$ cat src/rtl/sched_pkg.sv
// Shared definitions for the scheduler enqueue path: tuser field positions,
// enqueue FSM encoding and the SUME dst_port to queue-mask decoder.
package sched_pkg;

    localparam int DST_POS       = 24;
    localparam int DROP_POS      = 32;
    localparam int MAX_QUEUE_NUM = 5;
    localparam int DST_FIELD_W   = 8;

    typedef enum logic [1:0] {
        ST_IDLE = 2'd0,
        ST_ENQ  = 2'd1,
        ST_DROP = 2'd2
    } enq_state_t;

    // Even bits of the one-hot field are NF ports; odd (DMA) bits all fold
    // into the last active queue, which is the CPU queue.
    function automatic logic [MAX_QUEUE_NUM-1:0] dst_decode(
        input logic [DST_FIELD_W-1:0] dst_field,
        input int                     queue_num
    );
        logic [MAX_QUEUE_NUM-1:0] mask;
        logic                     cpu_hit;
        mask    = '0;
        cpu_hit = 1'b0;
        for (int i = 0; i < MAX_QUEUE_NUM - 1; i++) begin
            if (i < queue_num - 1) begin
                mask[i] = dst_field[2*i];
                cpu_hit = cpu_hit | dst_field[2*i+1];
            end
        end
        for (int j = 0; j < MAX_QUEUE_NUM; j++) begin
            if (j == queue_num - 1) begin
                mask[j] = cpu_hit;
            end
        end
        return mask;
    endfunction

endpackage

$ cat src/rtl/sat_counter.sv
// Saturating event counter with synchronous reset and clear; clear has
// priority over a same-cycle increment.
module sat_counter #(
    parameter int WIDTH = 32
) (
    input  logic             clk,
    input  logic             rst,
    input  logic             inc,
    input  logic             clr,
    output logic [WIDTH-1:0] q
);

    always_ff @(posedge clk) begin
        if (rst || clr) begin
            q <= '0;
        end else if (inc && (q != '1)) begin
            q <= q + 1'b1;
        end
    end

endmodule

$ cat src/rtl/enqueue_agent_v0_2.sv
// Enqueue agent: decides once per packet at SOP which per-port buffers/PIFOs
// receive it, tail-drops or stalls when no destination has room.
module enqueue_agent_v0_2 #(
    parameter int C_S_AXIS_TUSER_WIDTH = 128,
    parameter int QUEUE_NUM            = 5,
    parameter int DST_POS              = sched_pkg::DST_POS,
    parameter int DROP_POS             = sched_pkg::DROP_POS,
    parameter int STALL_MODE           = 0,
    parameter int CNT_WIDTH            = 32
) (
    input  logic                            axis_aclk,
    input  logic                            axis_reset,
    input  logic                            s_axis_tvalid,
    output logic                            s_axis_tready,
    input  logic [C_S_AXIS_TUSER_WIDTH-1:0] s_axis_tuser,
    input  logic                            s_axis_tlast,
    input  logic [QUEUE_NUM-1:0]            s_axis_buffer_almost_full,
    output logic [QUEUE_NUM-1:0]            m_axis_ctl_pifo_in_en,
    output logic [QUEUE_NUM-1:0]            m_axis_ctl_buffer_wr_en,
    input  logic                            stats_clear,
    output logic [CNT_WIDTH-1:0]            stat_pkt_drop_cnt,
    output logic [QUEUE_NUM*CNT_WIDTH-1:0]  stat_port_drop_cnt,
    output logic [1:0]                      dbg_state
);
    import sched_pkg::*;

    enq_state_t                 state;
    logic [QUEUE_NUM-1:0]       mask_q;
    logic [MAX_QUEUE_NUM-1:0]   dst_full;
    logic [QUEUE_NUM-1:0]       dst;
    logic [QUEUE_NUM-1:0]       acc;
    logic                       drop_flag;
    logic                       sop_drop;
    logic                       stall;
    logic                       hs;
    logic                       sop_hs;
    logic                       pkt_drop_inc;
    logic [QUEUE_NUM-1:0]       port_drop_inc;
    logic                       unused_tuser;

    assign dst_full     = dst_decode(s_axis_tuser[DST_POS +: DST_FIELD_W], QUEUE_NUM);
    assign dst          = dst_full[QUEUE_NUM-1:0];
    assign acc          = dst & ~s_axis_buffer_almost_full;
    assign drop_flag    = s_axis_tuser[DROP_POS];
    assign sop_drop     = drop_flag || (acc == '0);
    assign unused_tuser = ^{s_axis_tuser, dst_full};

    // A SOP that wants real destinations but finds them all full is held
    // (rather than dropped) only in stall mode.
    assign stall = (STALL_MODE != 0) && s_axis_tvalid && !drop_flag
                   && (dst != '0) && (acc == '0);

    // Handshake: a beat transfers when s_axis_tvalid and s_axis_tready are both
    // high in the same cycle; tready never depends on anything but IDLE-state
    // stall and reset, and every strobe below is qualified by that transfer.
    always_comb begin
        s_axis_tready = 1'b0;
        if (!axis_reset) begin
            if (state == ST_IDLE) begin
                s_axis_tready = !stall;
            end else begin
                s_axis_tready = 1'b1;
            end
        end
    end

    assign hs     = s_axis_tvalid && s_axis_tready;
    assign sop_hs = hs && (state == ST_IDLE);

    always_comb begin
        m_axis_ctl_pifo_in_en   = '0;
        m_axis_ctl_buffer_wr_en = '0;
        pkt_drop_inc            = 1'b0;
        port_drop_inc           = '0;
        if (sop_hs) begin
            if (sop_drop) begin
                pkt_drop_inc = 1'b1;
            end else begin
                m_axis_ctl_pifo_in_en   = acc;
                m_axis_ctl_buffer_wr_en = acc;
                port_drop_inc           = dst & ~acc;
            end
        end else if (hs && (state == ST_ENQ)) begin
            m_axis_ctl_buffer_wr_en = mask_q;
        end
    end

    always_ff @(posedge axis_aclk) begin
        if (axis_reset) begin
            state  <= ST_IDLE;
            mask_q <= '0;
        end else if (hs) begin
            unique case (state)
                ST_IDLE: begin
                    if (sop_drop) begin
                        mask_q <= '0;
                        state  <= s_axis_tlast ? ST_IDLE : ST_DROP;
                    end else begin
                        mask_q <= acc;
                        state  <= s_axis_tlast ? ST_IDLE : ST_ENQ;
                    end
                end
                ST_ENQ, ST_DROP: begin
                    if (s_axis_tlast) begin
                        state <= ST_IDLE;
                    end
                end
                default: state <= ST_IDLE;
            endcase
        end
    end

    assign dbg_state = state;

    sat_counter #(.WIDTH(CNT_WIDTH)) u_pkt_drop_cnt (
        .clk (axis_aclk),
        .rst (axis_reset),
        .inc (pkt_drop_inc),
        .clr (stats_clear),
        .q   (stat_pkt_drop_cnt)
    );

    for (genvar i = 0; i < QUEUE_NUM; i++) begin : g_port_cnt
        sat_counter #(.WIDTH(CNT_WIDTH)) u_port_drop_cnt (
            .clk (axis_aclk),
            .rst (axis_reset),
            .inc (port_drop_inc[i]),
            .clr (stats_clear),
            .q   (stat_port_drop_cnt[i*CNT_WIDTH +: CNT_WIDTH])
        );
    end

endmodule

$ cat config.mk
export PLATFORM = sky130hd
export DESIGN_NAME = enqueue_agent_v0_2
export DESIGN_NICKNAME = d
export VERILOG_FILES = /design/src/rtl/sched_pkg.sv /design/src/rtl/sat_counter.sv /design/src/rtl/enqueue_agent_v0_2.sv
export SDC_FILE = /design/constraint.sdc
export NUM_CORES = 1
export LEC_CHECK = 0
export ABC_CLOCK_PERIOD_IN_PS = 2200
export CAP_MARGIN = 20
export CORE_MARGIN = 5
export CORE_UTILIZATION = 40
export CTS_CLUSTER_SIZE = 10
export DETAILED_ROUTE_END_ITERATION = 10
export DONT_BUFFER_PORTS = 1
export GPL_TIMING_DRIVEN = 0
export PLACE_DENSITY_LB_ADDON = 0.2
export SYNTH_ARGS = -nofsm -noshare
export SYNTH_HDL_FRONTEND = slang
export SYNTH_SLANG_ARGS = --single-unit
$ cat constraint.sdc
create_clock -name axis_aclk -period 2.2 [get_ports axis_aclk]
set_clock_uncertainty 0.1 [all_clocks]
set_input_delay 0.44 -clock axis_aclk [delete_from_list [all_inputs] [get_ports axis_aclk]]
set_output_delay 0.44 -clock axis_aclk [all_outputs]
set_load 0.005 [all_outputs]
==> results.py <==
metrics = {
    "outcome": {
        "status": "finished with violations",
        "violations": "negative setup slack",
    },
    "min_path": {
        "min_to": "g_port_cnt[0].u_port_drop_cnt.q[20]$_SDFFE_PP0P_",
        "hold_class": "input port to register",
        "worstHoldStart": "stats_clear",
        "hold_depth": 2,
    },
    "sta": {
        "setup_viol": 98,
        "hold_viol": 0,
        "tns_ns": -6.73,
        "max_freq_ghz": 0.419,
        "grt_setup_unrepaired": "true",
        "slew_viol_final": 0,
        "fin_crit_sh_pct": 108,
        "fin_crit_ns": 2.39,
        "timing.hold.ws_ns": 0.0945,
        "tightest_slew_ns": 0.975,
        "setup_slack_ns": -0.186,
        "relSlewSlack_pct": 35.0,
    },
    "yosys": {
        "netlist.area_leader.share_pct": 36.7,
        "synth-seq-cells": 199,
        "yosys-top-cells-area": "dfxtp_1, or4_1, a21oi_1",
        "synth_edf_count": 0,
        "synth_common_cells": "dfxtp_1, a21oi_1, nand2_1",
        "postSynthAreaPerCell_um2": 8.04,
        "syn_nets": 1497,
        "synth.most_common_cell": "dfxtp_1",
        "synth.largest_area_cell": "dfxtp_1",
        "syn_inst": 1351,
        "ys_seq_area_share_pct": 36.7,
        "synth_warnings": 0,
        "netlist_area_mm2": 0.0109,
        "async_flop_share_pct": 0,
        "yosys_most_used_dff": "dfxtp_1",
        "synth_cell_types": 58,
    },
    "worst_setup_path": {
        "path_cells": "nand3_2, or2_4, or4_4, buf_6, or4b_1, o211a_1",
        "start_kind": "register",
        "rr_startpoint": "g_port_cnt[4].u_port_drop_cnt.q[8]$_SDFFE_PP0P_",
        "path_delay_family": "simple AND/OR/NAND/NOR gates",
        "r2r_slack_ns": -0.19,
        "slowest_delay_ns": 0.50,
        "cp_num_buf_inv": 1,
        "arrival_ns": 2.62,
        "cp.required_ns": 2.43,
        "timing.rr.end": "g_port_cnt[4].u_port_drop_cnt.q[23]$_SDFFE_PP0P_",
        "criticalPathCategory": "register to register",
        "critPathLaunch": "g_port_cnt[4].u_port_drop_cnt.q[8]$_SDFFE_PP0P_",
        "crit_path_max_fanout": 6,
        "r2r.worst_path.cells": 6,
        "end_kind": "register",
        "critPathSlowestCell": "or4_4",
    },
    "clock_network": {
        "cts.sinks": 199,
        "cts_buffers": 17,
        "clockRootBuffer": "clkbuf_16",
        "clkLatencyLatePin_ns": 0.43,
        "h-tree-depth": 4,
        "clock_path_buffers": 2,
        "cts.clk_slew.worst_paths_ns": 0.08,
        "cts_tree": "done",
        "holdBufCountCts": 0,
    },
    "floorplan": {
        "die_area_mm2": 0.0305,
        "core_mm2": 0.0268,
        "die_h_um": 175,
        "rows": 60,
        "ios": 343,
        "start_util_pct": 40.5,
        "die-width_um": 175,
    },
    "detailed_routing": {
        "routed_wl_mm": 42.6,
        "route.detailed.drc": 0,
        "vias_per_cell": 6.56,
        "drtPass1Iterations": 6,
        "wl_per_cell_um": 23.0,
        "vias": 12100,
        "drtIter0Drc": 1034,
        "ant_nets": 0,
    },
    "placement": {
        "gp_congestion": 0.887,
        "placedCellCount": 1692,
        "port_buffers": 0,
        "dp_hpwl_mm": 27.4,
        "place_ws_ns": -0.995,
    },
    "global_routing": {
        "grt_usage_pct": 24.7,
        "antenna_found_initial": 0,
        "overflow": 0,
        "grt_max_degree": 19,
        "grt_pass1_vias": 10700,
        "grt_first_pass_wirelength_mm": 61.7,
    },
    "pwr": {
        "power_density_mw_per_mm2": 459,
        "leakagePower_nw": 4.44,
        "ir_drop_uv": 417,
    },
    "finish": {
        "layout-drive-gt1-share_pct": 39.9,
        "final_core_util_pct": 58.9,
        "fin_cells": 1851,
        "nets": 1643,
        "areaGrowthSynthToFinish_pct": 45.3,
        "diodes": 0,
        "nFillCells": 2269,
    },
    "flow_run": {
        "cap_violations": 0,
    },
}
==> report_power, final <==
part | switching, mW | internal, mW
logic | 0.312 | 0.151
clock network | 1.57 | 1.64
registers | 0.00600 | 3.56
total | 1.89 | 5.35
==> through the flow <==
step,total power [mW],area (µm²)
floorplan,3.87,11100
CTS,7.24,14000
detailed placement,3.99,11500
global route,7.44,15800
global placement,3.99,11500
finish,7.24,15800
==> area by class of cell <==
| cell class | instances | area (µm²) | share of cell area (%) |
|---|---|---|---|
| Clock buffer | 19 | 443 | 2.81 |
| Clock inverter | 13 | 135 | 0.856 |
| Sequential cell | 199 | 4200 | 26.6 |
| Timing Repair Buffer | 130 | 1230 | 7.82 |
| Multi-Input combinational cell | 1035 | 8480 | 53.7 |
| Tap cell | 341 | 427 | 2.70 |
| Buffer | 82 | 722 | 4.58 |
| Inverter | 32 | 143 | 0.904 |
==> worst max-delay path by stage <==
stage | endpoint | cells after the start
4_1_cts | g_port_cnt[3].u_port_drop_cnt.q[11]$_SDFFE_PP0P_ | 9
2_1_floorplan | g_port_cnt[0].u_port_drop_cnt.q[30]$_SDFFE_PP0P_ | 5
3_5_place_dp | g_port_cnt[3].u_port_drop_cnt.q[29]$_SDFFE_PP0P_ | 6
5_1_grt | g_port_cnt[0].u_port_drop_cnt.q[25]$_SDFFE_PP0P_ | 6
3_3_place_gp | g_port_cnt[4].u_port_drop_cnt.q[5]$_SDFFE_PP0P_ | 6
6_report | g_port_cnt[4].u_port_drop_cnt.q[23]$_SDFFE_PP0P_ | 6
==> cell usage in the layout (no fill, tap or decap), types with 6 or more instances in the layout <==
cell type	netlist	routed
o21ai_0	51	39
dfxtp_1	199	93
and2_1	9	9
or3_1	91	79
nor3_1	15	8
clkbuf_16	0	23
a21oi_1	145	95
or2_2	9	8
nor2_1	37	28
clkbuf_1	67	32
or4_4	1	33
buf_8	0	11
and3_1	21	16
dfxtp_4	0	33
nor4_2	0	9
clkbuf_2	0	9
nor4_4	0	29
nand2_1	136	127
inv_1	32	24
buf_4	1	86
a21oi_2	0	50
and4_1	19	17
nand4_1	60	60
buf_12	0	12
or4_1	98	66
o31ai_2	0	13
mux2i_1	44	44
buf_2	17	7
o2111ai_4	0	6
o21ai_4	0	9
buf_6	1	43
nand3_1	66	59
or3_4	0	12
o31ai_1	96	64
nor4b_4	0	7
dfxtp_2	0	73
nor2_4	0	6
o31ai_4	0	19
o211ai_1	11	11
==> per-layer routing <==
layer / track usage, % / part of all wire, % / vias to the layer above
li1: - / - / 5589
met1: 32.4 / 41 / 5959
met2: 40.0 / 48 / 542
met3: 7.25 / 9.1 / 47
met4: 6.48 / 2.1 / 0
met5: 0 / 0 / -
==> cells by family (layout without fill, tap and decap cells) <==
group / Yosys count / in the layout / synth area share, %
AO/OA/AOI/OAI: 338 / 340 / 19.3
multiplexers: 44 / 44 / 4.06
buffers and inverters: 119 / 276 / 4.41
adder cells (fa/ha/maj): 8 / 8 / 0.922
flip-flops: 199 / 199 / 36.7
AND/OR/NAND/NOR: 643 / 643 / 34.6
==> registers in the layout (all words and copies together) (netlist names) <==
name and count:
dbg_state 2, mask_q 5, u_pkt_drop_cnt.q 32, g_port_cnt.u_port_drop_cnt.q 160
==> timing repair <==
action,in CTS,in global routing
setup buffers,77,37
pin swaps,123,113
setup endpoints to repair,199,191
gates cloned,9,11
gates resized for setup,292,359
hold endpoints to repair,0,0
(Power assumes the default switching activity.)
